$ cat src/rtl/accu_sequencer.sv
// Fetch/decode/execute controller for the 8-bit accumulator ALU datapath.
// Optional feature: define ACCU_SEQ_BRANCH_EN to implement JZ (op A) / JNZ (op B).

`ifndef ACCU_OPCODE_WIDTH
`define ACCU_OPCODE_WIDTH 4
`endif
`ifndef ACCU_OP_NOP
`define ACCU_OP_NOP 4'h0
`define ACCU_OP_ADD 4'h1
`define ACCU_OP_SUB 4'h2
`define ACCU_OP_LD  4'h3
`define ACCU_OP_AND 4'h4
`define ACCU_OP_OR  4'h5
`define ACCU_OP_XOR 4'h6
`define ACCU_OP_NOT 4'h7
`endif

module accu_sequencer #(
    parameter int PC_WIDTH     = 8,
    parameter int OPCODE_WIDTH = `ACCU_OPCODE_WIDTH
) (
    input  logic                    clk,
    input  logic                    rst,
    input  logic                    start,
    output logic [PC_WIDTH-1:0]     pm_addr,
    input  logic [7:0]              pm_data,
    input  logic [7:0]              acc,
    output logic [3:0]              rf_addr,
    output logic                    rf_we,
    output logic                    alu_ce,
    output logic                    cy_ce,
    output logic [OPCODE_WIDTH-1:0] opcode,
    output logic                    busy,
    output logic                    halted
);

    typedef enum logic [2:0] {
        S_IDLE   = 3'd0,
        S_FETCH  = 3'd1,
        S_DECODE = 3'd2,
        S_EXEC   = 3'd3,
        S_OPND   = 3'd4,
        S_JUMP   = 3'd5,
        S_HALT   = 3'd6
    } state_t;

    state_t                  state_r;
    logic [PC_WIDTH-1:0]     pc_r;
    logic [7:0]              ir_r;
    logic [OPCODE_WIDTH-1:0] opcode_r;
    logic                    alu_ce_r;
    logic                    cy_ce_r;
    logic                    rf_we_r;
    logic                    busy_r;
    logic                    halted_r;
    logic                    acc_zero_s;

    function automatic logic [OPCODE_WIDTH-1:0] map_op(input logic [3:0] op);
        case (op)
            4'h1:    map_op = OPCODE_WIDTH'(`ACCU_OP_ADD);
            4'h2:    map_op = OPCODE_WIDTH'(`ACCU_OP_SUB);
            4'h3:    map_op = OPCODE_WIDTH'(`ACCU_OP_LD);
            4'h4:    map_op = OPCODE_WIDTH'(`ACCU_OP_AND);
            4'h5:    map_op = OPCODE_WIDTH'(`ACCU_OP_OR);
            4'h6:    map_op = OPCODE_WIDTH'(`ACCU_OP_XOR);
            4'h7:    map_op = OPCODE_WIDTH'(`ACCU_OP_NOT);
            default: map_op = OPCODE_WIDTH'(`ACCU_OP_NOP);
        endcase
    endfunction

    function automatic logic is_alu_op(input logic [3:0] op);
        is_alu_op = (op >= 4'h1) && (op <= 4'h7);
    endfunction

    function automatic logic is_two_byte(input logic [3:0] op);
`ifdef ACCU_SEQ_BRANCH_EN
        is_two_byte = (op == 4'h9) || (op == 4'hA) || (op == 4'hB);
`else
        is_two_byte = (op == 4'h9);
`endif
    endfunction

    // Only two-byte ops ever reach JUMP, so the JZ/JNZ terms are inert when branches are compiled out.
    function automatic logic branch_taken(input logic [3:0] op, input logic is_zero);
        case (op)
            4'h9:    branch_taken = 1'b1;
            4'hA:    branch_taken = is_zero;
            4'hB:    branch_taken = !is_zero;
            default: branch_taken = 1'b0;
        endcase
    endfunction

    assign acc_zero_s = (acc == 8'h00);

    // Controller state machine; strobes default low so they are one-cycle pulses in EXEC.
    always_ff @(posedge clk or posedge rst) begin
        if (rst) begin
            state_r  <= S_IDLE;
            pc_r     <= {PC_WIDTH{1'b0}};
            ir_r     <= 8'h00;
            opcode_r <= {OPCODE_WIDTH{1'b0}};
            alu_ce_r <= 1'b0;
            cy_ce_r  <= 1'b0;
            rf_we_r  <= 1'b0;
            busy_r   <= 1'b0;
            halted_r <= 1'b0;
        end else begin
            alu_ce_r <= 1'b0;
            cy_ce_r  <= 1'b0;
            rf_we_r  <= 1'b0;
            case (state_r)
                S_IDLE, S_HALT: begin
                    if (start) begin
                        pc_r     <= {PC_WIDTH{1'b0}};
                        state_r  <= S_FETCH;
                        busy_r   <= 1'b1;
                        halted_r <= 1'b0;
                    end else begin
                        state_r <= state_r;
                    end
                end
                S_FETCH: begin
                    state_r <= S_DECODE;
                end
                S_DECODE: begin
                    ir_r     <= pm_data;
                    pc_r     <= pc_r + PC_WIDTH'(1'b1);
                    opcode_r <= map_op(pm_data[7:4]);
                    if (pm_data[7:4] == 4'hF) begin
                        state_r  <= S_HALT;
                        busy_r   <= 1'b0;
                        halted_r <= 1'b1;
                    end else if (is_two_byte(pm_data[7:4])) begin
                        state_r <= S_OPND;
                    end else begin
                        state_r  <= S_EXEC;
                        alu_ce_r <= is_alu_op(pm_data[7:4]);
                        cy_ce_r  <= (pm_data[7:4] == 4'h1) || (pm_data[7:4] == 4'h2);
                        rf_we_r  <= (pm_data[7:4] == 4'h8);
                    end
                end
                S_EXEC: begin
                    state_r <= S_FETCH;
                end
                S_OPND: begin
                    state_r <= S_JUMP;
                end
                S_JUMP: begin
                    if (branch_taken(ir_r[7:4], acc_zero_s)) begin
                        pc_r <= pm_data[PC_WIDTH-1:0];
                    end else begin
                        pc_r <= pc_r + PC_WIDTH'(1'b1);
                    end
                    state_r <= S_FETCH;
                end
                default: begin
                    state_r  <= S_IDLE;
                    busy_r   <= 1'b0;
                    halted_r <= 1'b0;
                end
            endcase
        end
    end

    assign pm_addr = pc_r;
    assign rf_addr = ir_r[3:0];
    assign opcode  = opcode_r;
    assign alu_ce  = alu_ce_r;
    assign cy_ce   = cy_ce_r;
    assign rf_we   = rf_we_r;
    assign busy    = busy_r;
    assign halted  = halted_r;

endmodule

$ cat config.mk
export PLATFORM = sky130hd
export DESIGN_NAME = accu_sequencer
export DESIGN_NICKNAME = d
export VERILOG_FILES = /design/src/rtl/accu_sequencer.sv
export SDC_FILE = /design/constraint.sdc
export NUM_CORES = 1
export LEC_CHECK = 0
export ABC_AREA = 0
export CAP_MARGIN = 30
export CORE_MARGIN = 2
export CORE_UTILIZATION = 49
export DETAILED_ROUTE_END_ITERATION = 10
export GPL_TIMING_DRIVEN = 0
export PLACE_DENSITY = 0.8
export SYNTH_ARGS = -nofsm -noshare
export SYNTH_HDL_FRONTEND = slang
export SYNTH_SLANG_ARGS = --single-unit
$ cat constraint.sdc
create_clock -name clk -period 1.7 [get_ports clk]
set_input_delay 0.34 -clock clk [delete_from_list [all_inputs] [get_ports clk]]
set_output_delay 0.34 -clock clk [all_outputs]
set_load 0.01 [all_outputs]
==> results.cfg <==
[route]
ant_nets = 0
vias = 1497
drt_pass1_iterations = 4
viasPerCell = 5.38
drc = 0
drtIter0Drc = 75
post_drt_wl_per_cell_um = 14.9
wirelength_mm = 4.15

[layout]
multi_input_area_sq_um = 870
stdcell_area_sq_mm = 0.00221
n_antenna_cell = 0
final_cell_mix = nand2_1, clkdlybuf4s50_1, dfrtp_1
regArea_sq_um = 678
fin_cells = 278
area_growth_syn_to_layout_pct = 37.7
drive_above_1_share = 0.188
final_common_cell = nand2_1
n_fill_cell = 251
finalNetCount = 255

[pwr]
leakagePower_nw = 1.04
total_power_mw = 2.92
power_density_mw_per_mm2 = 1320
ir_drop_uv = 685

[logic_synthesis]
synth_nets = 200
synth_area_per_cell_sq_um = 8.92
synthCells = 180
yosysUniqueCellTypes = 44
yosysSeqAreaShare = 0.421
syn_area_sq_mm = 0.00161
ys_warn_count = 0
ys_ff_latch = 27

[timing]
skew_ns = 0.0122
setup_viol = 0
layout_min_cycle_time_ns = 1.68
hold_viol_final = 0
finalCritPeriodShare = 0.988
rsz0062_at_grt = yes
whs_ns = 0.248
setup_ws_ns = 0.0206
max_freq_mhz = 595
drv_slew = 0

[setup_path]
worstSetupPathType = register to register
crit_fanout = 5
max_stage_delay_ns = 0.46
cp_slowest_cell = dfrtp_1
cpMostUsedCell = and3_1
path_cells = ha_2 -> and3_1 -> and3_1 -> a21o_1 -> and3_1 -> o21ai_1
critPathCaptureType = register
cp.required_ns = 1.98
cp.arrival_ns = 1.96
critPathLaunchType = register

[placed_design]
preCtsSetupSlack_ns = -0.366
placed_cells = 262
portBuffers = 37
place_area_sq_mm = 0.00206
place.detailed.hpwl_mm = 2.89
finalWeightedCongestion = 0.817

[global_route]
grt_util_met3 = 0.0210
grt_use_met1 = 0.301
overflow = 0
grtUsageTotal = 0.240
grt_pass1_vias = 1464
grt_use_met2 = 0.426
antenna_found_initial = 0
grt_max_degree = 23
grt-busiest-layer = met2
grt_pass1_wl_mm = 6.53

[clocking]
cts_buffer_depth = 2
cts_root_buffer = clkbuf_4
clkSlewWorstSetupHoldPaths_ns = 0.15
cts-buffers-inserted = 3
numClockSinks = 27
cts_tree = built
htreeDepth = 1
clock_latency_ns = 0.35

[floorplan]
core_sq_mm = 0.00308
die-area_sq_mm = 0.00375
fp.dieH_um = 61.2
fp.dieW_um = 61.2
rows = 20
start_util = 0.522
io_pins = 40

[hold_path]
hp-class = primary input to asynchronous set/reset pin

[outcome]
outcome = complete, no violations

[run]
cap_viol_max_count = 0
through the flow:
| step | setup TNS (ns) | utilization |
|---|---|---|
| finish | 0 | 0.718 |
| detailed placement | -2.82 | 0.669 |
| global route | -0.0623 | 0.718 |
| CTS | 0 | 0.687 |
| global placement | -2.31 | 0.660 |
| floorplan | 0 | - |
power breakdown:
| group | internal (mW) | total, mW | switching (mW) |
|---|---|---|---|
| clock network | 0.0926 | 0.293 | 0.201 |
| logic | 0.804 | 1.63 | 0.828 |
| registers | 0.848 | 0.996 | 0.148 |
| total | 1.74 | 2.92 | 1.18 |
critical path, delay by kind of cell, from the launching register on:
family | cells | cell delay [ns]
AOI/OAI and AO/OA | 2 | 0.32
DFF | 1 | 0.46
and+or+nand+nor | 3 | 0.60
adders and majority gates | 1 | 0.22
cells by family (layout without fill, tap and decap cells):
family	Yosys count	in the layout	share of synthesized area
flip-flops	27	27	0.421
AND/OR/NAND/NOR	89	90	0.297
adder cells (fa/ha/maj)	1	1	0.00779
other	1	1	0.00234
multiplexers	4	4	0.0249
XOR/XNOR	6	6	0.0327
buffers and inverters	18	71	0.0585
AO/OA/AOI/OAI	34	34	0.156
synth_stat cells, drive strengths merged:
master / number / area share
a211o: 1 / 0.0055
a21boi: 1 / 0.0047
a21o: 2 / 0.0094
a21oi: 5 / 0.018
a22oi: 2 / 0.0094
a31oi: 1 / 0.013
a32oi: 1 / 0.0055
and2: 1 / 0.0039
and2b: 1 / 0.0047
and3: 4 / 0.016
and4: 1 / 0.0070
buf: 11 / 0.042
clkbuf: 1 / 0.0023
conb: 1 / 0.0023
dfrtp: 27 / 0.42
ha: 1 / 0.0078
inv: 6 / 0.014
mux2i: 4 / 0.025
nand2: 45 / 0.11
nand2b: 4 / 0.016
nand3: 4 / 0.016
nand3b: 5 / 0.023
nand4: 1 / 0.0039
nor2: 11 / 0.036
nor2b: 2 / 0.0078
nor3: 3 / 0.0094
nor3b: 4 / 0.025
nor4: 2 / 0.017
o211ai: 3 / 0.023
o21ai: 11 / 0.034
o221ai: 3 / 0.016
o22a: 1 / 0.0055
o22ai: 3 / 0.012
or3b: 1 / 0.0070
xnor2: 2 / 0.011
xor2: 4 / 0.022
layer usage:
metal  vias up  wire length (um)
met5         -                 0
met3         5               166
li1        725                 -
met2        34              2160
met1       733              1770
met4         0                63
layout make-up:
| cell class | count | area share |
|---|---|---|
| well taps | 44 | 0.0249 |
| repair buffers | 49 | 0.221 |
| plain buffers | 12 | 0.0323 |
| flip-flops and latches | 27 | 0.307 |
| clock buffers | 4 | 0.0119 |
| inverters | 6 | 0.0102 |
| multi-input cells | 136 | 0.393 |
path summary, 6_finish.rpt:
path                              end  cells after the start  slack (ns)       start
setup / recovery           pm_addr[6]                      6        0.02  pm_addr[1]
hold / removal                   busy                      2        0.25         rst
setup reg to reg           pm_addr[6]                      6        0.02  pm_addr[1]
hold reg to reg               ir_r[1]                      2        0.49     ir_r[1]
max in group asynchronous  pm_addr[2]                      3        1.03         rst
min in group clk              ir_r[5]                      3        0.37  pm_data[5]
sequential cells by signal, indices dropped and copies added (netlist names):
signal   count
rf_we        1
opcode       3
ir_r         8
busy         1
cy_ce        1
alu_ce       1
pm_addr      8
state_r      3
halted       1
repair_timing:
action / in CTS / in global routing
buffers inserted: 3 / 8
pin swaps: 0 / 5
hold endpoints to repair: 0 / 0
setup endpoints to repair: 10 / 15
cloned: 0 / 1
resized for setup: 5 / 10
hold buffers: 0 / 0
Note: power is estimated with default switching activity, not from simulation.
